**src/rtl/unstripe_lane_sched_if.sv**
```systemverilog
// rtl/unstripe_lane_sched_if.sv - two-lane input and recombined output bundle for unstripe_lane_sched
interface unstripe_lane_sched_if #(
  parameter int DATA_W = 32
);
  logic [DATA_W-1:0] lane_0;
  logic              valid_0;
  logic [DATA_W-1:0] lane_1;
  logic              valid_1;
  logic [DATA_W-1:0] data_out;
  logic              valid_out;
  logic              lane_sel;

  modport master (
    output lane_0, valid_0, lane_1, valid_1,
    input  data_out, valid_out, lane_sel
  );

  modport slave (
    input  lane_0, valid_0, lane_1, valid_1,
    output data_out, valid_out, lane_sel
  );
endinterface

```
**src/rtl/unstripe_lane_sched.sv**
```systemverilog
// rtl/unstripe_lane_sched.sv - round-robin two-lane unstripe scheduler with skew and overflow detection
module unstripe_lane_sched #(
  parameter int DATA_W   = 32,
  parameter int DEPTH    = 4,
  parameter int MAX_SKEW = 8
) (
  input  logic                    clk,
  input  logic                    reset,
  unstripe_lane_sched_if.slave    bus,
  input  logic                    clear_err,
  output logic                    skew_err,
  output logic                    ovf_err,
  output logic [$clog2(DEPTH):0]  fill_0,
  output logic [$clog2(DEPTH):0]  fill_1
);
  localparam int AW = $clog2(DEPTH);
  localparam int FW = AW + 1;
  localparam int SW = $clog2(MAX_SKEW + 1);
  localparam logic [FW-1:0] FULL      = FW'(DEPTH);
  localparam logic [SW-1:0] SKEW_LAST = SW'(MAX_SKEW - 1);

  typedef enum logic [1:0] {RUN_L0, RUN_L1, ERROR} state_t;
  state_t state, state_next;

  logic [DATA_W-1:0] mem [2][DEPTH];
  logic [AW-1:0]     wr_ptr [2];
  logic [AW-1:0]     rd_ptr [2];
  logic [FW-1:0]     fill   [2];
  logic [DATA_W-1:0] in_data [2];
  logic [1:0]        in_valid;
  logic [SW-1:0]     skew_cnt, skew_next;

  logic [1:0]        push, pop, ovf_hit;
  logic              cur_lane, starve, skew_hit, err_enter;

  logic [DATA_W-1:0] data_q;
  logic              valid_q, sel_q;

  assign in_data[0]    = bus.lane_0;
  assign in_data[1]    = bus.lane_1;
  assign in_valid      = {bus.valid_1, bus.valid_0};
  assign bus.data_out  = data_q;
  assign bus.valid_out = valid_q;
  assign bus.lane_sel  = sel_q;
  assign fill_0        = fill[0];
  assign fill_1        = fill[1];

  always_ff @(posedge clk or negedge reset) begin
    if (!reset) state <= RUN_L0;
    else        state <= state_next;
  end

  // Pop decisions use the registered fill, so a word pushed this edge is never popped this edge.
  always_comb begin
    state_next = state;
    push       = 2'b00;
    pop        = 2'b00;
    ovf_hit    = 2'b00;
    cur_lane   = 1'b0;
    starve     = 1'b0;
    skew_hit   = 1'b0;
    skew_next  = '0;
    err_enter  = 1'b0;
    case (state)
      RUN_L0, RUN_L1: begin
        cur_lane      = (state == RUN_L1);
        push          = in_valid;
        pop[cur_lane] = (fill[cur_lane] != '0);
        for (int i = 0; i < 2; i++)
          ovf_hit[i] = push[i] && (fill[i] == FULL) && !pop[i];
        starve = (fill[cur_lane] == '0) && (fill[~cur_lane] != '0);
        if (starve) begin
          if (skew_cnt == SKEW_LAST) skew_hit  = 1'b1;
          else                       skew_next = skew_cnt + SW'(1);
        end
        if ((|ovf_hit) || skew_hit) begin
          err_enter  = 1'b1;
          state_next = ERROR;
        end else if (pop[cur_lane]) begin
          state_next = cur_lane ? RUN_L0 : RUN_L1;
        end
      end
      ERROR: begin
        if (clear_err) state_next = RUN_L0;
      end
      default: state_next = RUN_L0;
    endcase
  end

  always_ff @(posedge clk) begin
    for (int i = 0; i < 2; i++)
      if (push[i]) mem[i][wr_ptr[i]] <= in_data[i];
  end

  always_ff @(posedge clk or negedge reset) begin
    if (!reset) begin
      for (int i = 0; i < 2; i++) begin
        wr_ptr[i] <= '0;
        rd_ptr[i] <= '0;
        fill[i]   <= '0;
      end
      skew_cnt <= '0;
      data_q   <= '0;
      valid_q  <= 1'b0;
      sel_q    <= 1'b0;
      skew_err <= 1'b0;
      ovf_err  <= 1'b0;
    end else begin
      skew_cnt <= skew_next;
      valid_q  <= 1'b0;
      // Entering or sitting in ERROR drops everything buffered on both lanes.
      if (err_enter || state == ERROR) begin
        for (int i = 0; i < 2; i++) begin
          wr_ptr[i] <= '0;
          rd_ptr[i] <= '0;
          fill[i]   <= '0;
        end
      end else begin
        for (int i = 0; i < 2; i++) begin
          if (push[i]) wr_ptr[i] <= wr_ptr[i] + AW'(1);
          if (pop[i])  rd_ptr[i] <= rd_ptr[i] + AW'(1);
          fill[i] <= fill[i] + FW'(push[i]) - FW'(pop[i]);
        end
        if (pop[cur_lane]) begin
          data_q  <= mem[cur_lane][rd_ptr[cur_lane]];
          valid_q <= 1'b1;
          sel_q   <= cur_lane;
        end
      end
      if (|ovf_hit) ovf_err  <= 1'b1;
      if (skew_hit) skew_err <= 1'b1;
      if (state == ERROR && clear_err) begin
        ovf_err  <= 1'b0;
        skew_err <= 1'b0;
      end
    end
  end
endmodule

```
**src/flat_wrapper.sv**
```systemverilog
// flat-port wrapper written by rule: the top's interface ports become plain ports
module unstripe_lane_sched_flat 
#(
  parameter int DATA_W   = 32,
  parameter int DEPTH    = 4,
  parameter int MAX_SKEW = 8
)
  (clk, reset, clear_err, skew_err, ovf_err, fill_0, fill_1, bus_lane_0, bus_valid_0, bus_lane_1, bus_valid_1, bus_data_out, bus_valid_out, bus_lane_sel);
  unstripe_lane_sched_if #(.DATA_W(DATA_W)) bus_i ();
  input  logic clk;
  input  logic reset;
  input  logic clear_err;
  output logic skew_err;
  output logic ovf_err;
  output logic [$clog2(DEPTH):0] fill_0;
  output logic [$clog2(DEPTH):0] fill_1;
  input wire logic [$bits(bus_i.lane_0)-1:0] bus_lane_0;
  input wire logic [$bits(bus_i.valid_0)-1:0] bus_valid_0;
  input wire logic [$bits(bus_i.lane_1)-1:0] bus_lane_1;
  input wire logic [$bits(bus_i.valid_1)-1:0] bus_valid_1;
  output wire logic [$bits(bus_i.data_out)-1:0] bus_data_out;
  output wire logic [$bits(bus_i.valid_out)-1:0] bus_valid_out;
  output wire logic [$bits(bus_i.lane_sel)-1:0] bus_lane_sel;
  assign bus_i.lane_0 = bus_lane_0;
  assign bus_i.valid_0 = bus_valid_0;
  assign bus_i.lane_1 = bus_lane_1;
  assign bus_i.valid_1 = bus_valid_1;
  assign bus_data_out = bus_i.data_out;
  assign bus_valid_out = bus_i.valid_out;
  assign bus_lane_sel = bus_i.lane_sel;
  unstripe_lane_sched #(.DATA_W(DATA_W), .DEPTH(DEPTH), .MAX_SKEW(MAX_SKEW)) u_core (.clk(clk), .reset(reset), .bus(bus_i), .clear_err(clear_err), .skew_err(skew_err), .ovf_err(ovf_err), .fill_0(fill_0), .fill_1(fill_1));
endmodule
```
**config.mk**
```make
export PLATFORM = sky130hd
export DESIGN_NAME = unstripe_lane_sched_flat
export DESIGN_NICKNAME = d
export VERILOG_FILES = /design/src/rtl/unstripe_lane_sched_if.sv /design/src/rtl/unstripe_lane_sched.sv /design/src/flat_wrapper.sv
export SDC_FILE = /design/constraint.sdc
export NUM_CORES = 1
export LEC_CHECK = 0
export CAP_MARGIN = 20
export CORE_ASPECT_RATIO = 1.1
export CORE_MARGIN = 5
export CORE_UTILIZATION = 50
export CTS_CLUSTER_DIAMETER = 50
export DETAILED_ROUTE_END_ITERATION = 10
export GPL_ROUTABILITY_DRIVEN = 0
export MAX_ROUTING_LAYER = met4
export PLACE_DENSITY = 0.76
export SYNTH_ARGS = -nofsm -noshare
export SYNTH_HDL_FRONTEND = slang
export SYNTH_SLANG_ARGS = --single-unit
```
**constraint.sdc**
```tcl
create_clock -name clk -period 2.2 [get_ports clk]
set_clock_uncertainty 0.05 [all_clocks]
set_input_delay 0.44 -clock clk [delete_from_list [all_inputs] [get_ports clk]]
set_output_delay 0.44 -clock clk [all_outputs]
set_load 0.01 [all_outputs]
```
# [After elaboration in Yosys (flattened, before gate mapping)]
# Memory sizes are Yosys's and may differ from the RTL's.
# Cells that the tools add are included.
[word_totals] reg_bits=56 ram_bits=256 memories=1
[classes] n_addsub=9 order_cmp=11 n_eq_ne=7 mux=57 bitwise_logic=9 reduce_logical=28
[memory_table] name="u_core.mem" words=2 width=128 rd=1 rd_clocked_by_memory_dff=0 wr=2 line_no="unstripe_lane_sched.sv:25" rtl="logic [DATA_W-1:0] mem [2][DEPTH];"
[ops] op="$mux W128" n=2
[ops] op="$demux W32 S2" n=2
[ops] op="$mux W32" n=4
[ops] op="$bmux W32 S2" n=1
[ops] op="$mux W2" n=13
[ops] op="$mux W1" n=21
[ops] op="$mux W4" n=5
[ops] op="$mux W3" n=6
[ops] op="$reduce_bool A2 Y1" n=6
[ops] op="$ge A3 B3 Y1 const B" n=3
[ops] op="$logic_and A1 B1 Y1" n=9
[ops] op="$not A2 Y3" n=3
[ops] op="$add A2 B1 Y2 const B" n=4
[ops] op="$add A3 B1 Y3" n=2
[ops] op="$eq A3 B3 Y1 const B" n=2
[ops] op="$ge A2 B2 Y1 const B" n=3
[ops] op="$lt A3 B1 Y1 const B" n=2
[ops] op="$mux W6" n=1
[ops] op="$not A1 Y2" n=3
[ops] op="$reduce_bool A3 Y1" n=2
[ops] op="$reduce_or A2 Y1" n=3
[ops] op="$sub A3 B1 Y3" n=2
[ops] op="$add A4 B1 Y4 const B" n=1
[ops] op="$eq A4 B3 Y1 const B" n=1
[ops] op="other kinds (15)" n=20

# [Logic depth before layout (Yosys ltp)]
[logic_depth] ltp_word=16 ltp_mapped=10 depth_no_buf=9

# [Least setup slack after synthesis]
# No wires, ideal clock.
[synth_path] kind="reg2reg" start="reg u_core.state[1]" end="reg u_core.fill, in the netlist u_core.fill_1[1]" setup_time_ns=0.124 t_arrival_ns=2.038 path_slack_ns=-0.013 stages_incl_launch_ff=9 cell_sequence="dfrtp_1 -> nand2b_1 -> buf_4 -> buf_2 -> or3_1 -> nand2_1 -> ha_1 -> fa_1 -> nor3b_1"
[synth_between] elab_chain_cells=15 elab_cells_between_ends=39 classes_between="2 x add/sub; 2 x order compare; 2 x eq/ne; 15 x mux; 4 x bitwise; 14 x reduce/logical"
[synth_lines] element="start: declaration" line_no="unstripe_lane_sched.sv:23" rtl="state_t state, state_next;"
[synth_lines] element="start signal: assignment" line_no="unstripe_lane_sched.sv:50" rtl="else state <= state_next;"
[synth_lines] element="$eq A2 B1 Y1" line_no="unstripe_lane_sched.sv:64, unstripe_lane_sched.sv:66"
[synth_lines] element="$not A1 Y2 (not written as such) or $not A1 Y1 (tied branches)" line_no="unstripe_lane_sched.sv:68, unstripe_lane_sched.sv:71"
[synth_lines] element="$mux W3 (not written as such) or $not A1 Y2 (tied branches)" line_no="unstripe_lane_sched.sv:68, unstripe_lane_sched.sv:71"
[synth_lines] element="$mux W3, on equally long branches (2 in a row)" line_no="unstripe_lane_sched.sv:68, unstripe_lane_sched.sv:71"
[synth_lines] element="$reduce_bool A3 Y1 or $mux W3 (tied branches)" line_no="unstripe_lane_sched.sv:68, unstripe_lane_sched.sv:71"
[synth_lines] element="$and A2 B2 Y2 (no line) or $reduce_bool A3 Y1 (tied branches)"
[synth_lines] element="$logic_not A1 Y1 or $logic_and A1 B1 Y1 (tied branches)" line_no="unstripe_lane_sched.sv:70, unstripe_lane_sched.sv:71"
[synth_lines] element="$logic_and A1 B1 Y1 or $mux W1 (tied branches)" line_no="unstripe_lane_sched.sv:70, unstripe_lane_sched.sv:72"
[synth_lines] element="$reduce_or A2 Y1 or $mux W1 (tied branches)" line_no="unstripe_lane_sched.sv:76, unstripe_lane_sched.sv:64"
[synth_lines] element="$logic_or A1 B1 Y1" line_no="unstripe_lane_sched.sv:76" rtl="if ((|ovf_hit) || skew_hit) begin"
[synth_lines] element="$mux W1" line_no="unstripe_lane_sched.sv:76"
[synth_lines] element="$mux W1" line_no="unstripe_lane_sched.sv:64" rtl="case (state)"
[synth_lines] element="$logic_or A1 B1 Y1" line_no="unstripe_lane_sched.sv:112" rtl="if (err_enter || state == ERROR) begin"
[synth_lines] element="$mux W6 (*)" line_no="unstripe_lane_sched.sv:112"
[synth_lines] element="end signal: indexed assignment" line_no="unstripe_lane_sched.sv:122" rtl="fill[i] <= fill[i] + FW'(push[i]) - FW'(pop[i]);"
[synth_lines] element="end: declaration" line_no="unstripe_lane_sched.sv:28" rtl="logic [FW-1:0] fill [2];"
# Every way passes the cells marked *; elsewhere a longest branch is shown, timed or not. The select of a mux whose other input is x is not followed.
# A chain may end at the register's enable or synchronous reset.

# [Worst setup path in the final report]
[layout_path] start="reg u_core.state[0]" end="reg u_core.fill, in the netlist u_core.fill_0[2]"
# Same word-level chain as after synthesis.

==> run_results.csv <==
group,metric,value,unit
floorplan,fp.coreArea,25200,µm²
floorplan,start_util,50.5,%
yosys,mappedNetlistArea,12700,µm²
global_route,antenna_found_initial,1,
worst_setup_path,critPathCapture,"u_core.fill_0[2]",
timing,final_max_slew_viol_count,0,
cts,root_buffer,"clkbuf_16",
yosys,yosys_warn_count,0,
placed_design,placement.io_buffers,110,
worst_setup_path,worst-path-stages,9,
finish,filler_cell_count,1758,
placed_design,place_inst,1126,
finish,layout.cells.non_filler,1191,
worst_setup_path,cp_top_family,"adder cells",
cts,cts.sinks,312,
drt,post-route-drc-count,0,
status,result_of_the_run,"complete, no violations",
worst_setup_path,rr_worst_depth,9,
worst_setup_path,reg2reg_to,"u_core.fill_0[2]",
timing,post-route-period-util,95.3,%
worst_setup_path,worstSetupStartpoint,"u_core.state[0]",
cts,htreeDepth,2,
floorplan,total_die_area,28700,µm²
timing,max_slew.worst_pin.slew,0.379,ns
floorplan,core.rowCount,61,
cts,worstSkewPairLatency,0.51,ns
yosys,synthesis.instances,695,
finish,design.final.nets,931,
placed_design,dp.final_hpwl,17.1,mm
worst_setup_path,regToRegSetupSlack,0.10,ns
cts,cts.reportedPaths.clkPinSlew,0.05,ns
cts,clockBufferDepth,3,
worst_setup_path,reg2reg_from,"u_core.state[0]",
worst_setup_path,cp.required,2.52,ns
worst_setup_path,critical_path.slowest_cell,"dfrtp_1",
yosys,synthesis.area_per_instance,18.3,µm²
yosys,synth-seq-area-share,71.4,%
worst_setup_path,path_max_fanout,7,
worst_setup_path,cp_cell_sequence,"nor2_2 > nand2_1 > o21ai_0 > ha_1 > inv_1 > fa_1 > xor2_1 > xnor2_1 > nor3_2",
drt,drt-pass1-iter-count,5,
drt,wl,27.6,mm
yosys,synth-edff-count,256,
timing,worst_slew_margin_rel,74.7,%
cts,cts_post_setup_buffers_inserted,0,
worst_setup_path,cp_num_buf_inv,1,
power_and_ir_drop,total_power,0.0216,W
worst_hold_path,min_path_type,"flip-flop to flip-flop",
finish,final_layout_size_suffix_gt1_share,19.8,%
worst_setup_path,crit_type,"flip-flop to flip-flop",
flow_run,max-cap-violations,0,
timing,fmax,477,MHz
power_and_ir_drop,p_leak,5.40,nW
drt,via_per_inst,5.71,
floorplan,x_dimension_of_the_die,162,µm
timing,hold_violations,0,
global_route,grt_pass1_vias,7290,
cts,cts_made_buffers,35,
drt,total_number_of_vias,6795,
global_route,grt_pass1_wl,42.5,mm
floorplan,chipHeight,177,µm
cts,tritoncts_clock_tree,"yes",
global_route,largest_net_degree_at_the_start_of_global_routing,57,
yosys,synthDistinctLibCells,43,
worst_setup_path,timing.critical_path.from_type,"flip-flop",
yosys,postSynthRegisterBits,312,
worst_setup_path,timing.critical_path.to_type,"flip-flop",
timing,setup_viol,0,
yosys,synth_async_sr_flop_share,17.9,%
timing,finalCriticalPeriod,2.10,ns
worst_setup_path,critPathArrivalTime,2.42,ns
finish,area_growth,24.3,%
global_route,overflow,0,
worst_setup_path,critical-path-max-stage-delay,0.47,ns
drt,ant_nets,0,
power_and_ir_drop,ir_worst_vdd,0.793,mV
power_and_ir_drop,power_per_cell_area,1370,nW/µm²
global_route,grt_usage,19.9,%
drt,initialDrtViolationCount,416,
timing,rsz0062_at_grt,"false",
drt,routedWlPerCell,23.2,µm
yosys,syn_nets,777,
yosys,synth_flop_cell,"edfxtp_1",
floorplan,number_of_i_o_pins,111,
==> what timing repair did <==
| item | 4_1_cts | 5_1_grt |
|---|---|---|
| hold endpoints to repair | 56 | 0 |
| hold buffers | 1 | 0 |
| resized for setup | 0 | 1 |
| setup endpoints to repair | 0 | 1 |
==> worst min-delay path by stage <==
stage	end	slack, ns	startpoint	cells after the start
3_3_place_gp	u_core.skew_cnt[0]	0.42	u_core.skew_cnt[0]	1
2_1_floorplan	u_core.bus.data_out[0]	0.09	reset	0
4_1_cts	u_core.skew_cnt[0]	0.43	u_core.skew_cnt[0]	1
3_5_place_dp	u_core.skew_cnt[0]	0.42	u_core.skew_cnt[0]	1
6_report	u_core.skew_cnt[0]	0.42	u_core.skew_cnt[0]	1
5_1_grt	u_core.skew_cnt[0]	0.46	u_core.skew_cnt[0]	1
==> kinds of logic (layout without fill, tap and decap cells) <==
kind of cell / after synthesis / in the layout / share of synthesized area, %
buffers and inverters: 53 / 233 / 2.64
xor gates and xnor gates: 12 / 12 / 0.826
and+or+nand+nor: 61 / 61 / 3.10
DFF: 312 / 312 / 71.4
AOI/OAI and AO/OA: 80 / 80 / 7.06
adders and majority gates: 13 / 13 / 1.40
other: 0 / 1 / 0
muxes: 164 / 164 / 13.6
==> cell type report <==
cell class	count	area, µm²	area share [%]
multi-input combinational	330	3330	21.0
clock buffer	48	956	6.04
tap	315	394	2.49
antenna	1	2.50	0.0158
inverter	8	30.0	0.190
timing repair buffer	162	1810	11.5
clock inverter	15	199	1.26
sequential	312	9100	57.5
==> placed cells by master (no fill, tap or decap), drive strengths merged <==
master / n
a211oi: 1
a21o: 2
a21oi: 4
a221oi: 32
a22oi: 1
a32o: 32
and2: 9
and2b: 2
and3: 1
and3b: 2
buf: 52
bufinv: 4
clkbuf: 48
clkdlybuf4s50: 109
clkinv: 7
clkinvlp: 2
dfrtp: 56
diode: 1
dlygate4sd3: 1
edfxtp: 256
fa: 2
ha: 11
inv: 10
mux2: 34
mux2i: 130
nand2: 4
nand2b: 1
nand3: 3
nand3b: 2
nand4bb: 2
nor2: 12
nor2b: 2
nor3: 15
nor3b: 4
o2111ai: 1
o21ai: 7
or3: 2
xnor2: 8
xor2: 4
==> worst reg2reg max path, delay by kind of cell (launching register included) <==
family,cells,cell delay [ns]
DFF,1,0.47
AOI/OAI and AO/OA,1,0.20
adders and majority gates,2,0.55
xor gates and xnor gates,2,0.33
and+or+nand+nor,3,0.33
buffers and inverters,1,0.05
==> Yosys cell counts (2+ instances only) <==
library cell	count	area share (%)
a32o_1	32	2.5
clkbuf_1	8	0.24
xor2_1	4	0.28
buf_2	17	0.67
mux2_2	4	0.35
nand3b_1	2	0.12
nand2_1	4	0.12
a21oi_1	3	0.12
nor3_2	8	0.63
nor3b_1	4	0.24
and2b_1	2	0.12
fa_1	2	0.31
buf_6	11	0.97
or3_1	2	0.098
ha_1	11	1.1
mux2_1	20	1.8
buf_4	9	0.53
and2_1	9	0.44
nand4bb_1	2	0.18
nor2_1	11	0.32
nor3_1	7	0.28
xnor2_1	8	0.55
a21o_1	2	0.12
inv_1	8	0.24
a221oi_2	30	3.5
nand3_1	3	0.12
o21ai_0	7	0.28
a221oi_1	2	0.14
and3b_1	2	0.14
dfrtp_1	56	11
mux2_4	10	1.2
edfxtp_1	256	60
mux2i_1	129	10
==> power by group <==
| part | switching (W) | internal, W |
|---|---|---|
| Clock | 0.00225 | 0.00354 |
| Sequential | 0.000557 | 0.00764 |
| Combinational | 0.00383 | 0.00383 |
==> through the flow <==
stage	TNS, ns	setup slack, ns	instance area, µm²	hold WS (ns)	util, %
4_1_cts	0	0.0681	15800	0.430	62.8
5_1_grt	0	0.0242	15800	0.456	62.8
3_3_place_gp	0	0.0314	14700	0.415	58.2
2_1_floorplan	0	0.00572	12700	0.0944	-
3_5_place_dp	-0.0119	-0.0119	14700	0.417	58.2
6_report	0	0.103	15800	0.422	62.8
==> registers in the layout, summed over array words and instances (netlist names) <==
| signal | flops |
|---|---|
| u_core.bus.lane_sel | 1 |
| u_core.bus.valid_out | 1 |
| u_core.state | 2 |
| u_core.fill_0 | 3 |
| u_core.skew_err | 1 |
| u_core.fill_1 | 3 |
| u_core.skew_cnt | 4 |
| u_core.wr_ptr | 4 |
| u_core.rd_ptr | 4 |
| u_core.mem | 256 |
| u_core.ovf_err | 1 |
| u_core.bus.data_out | 32 |
==> metal layers <==
metal	routed length [µm]	GRT usage [%]
met1	11400	24.7
met2	14300	34.2
met3	1410	3.44
met4	530	5.53
met5	0	-
Note: power is estimated with default switching activity, not from simulation.
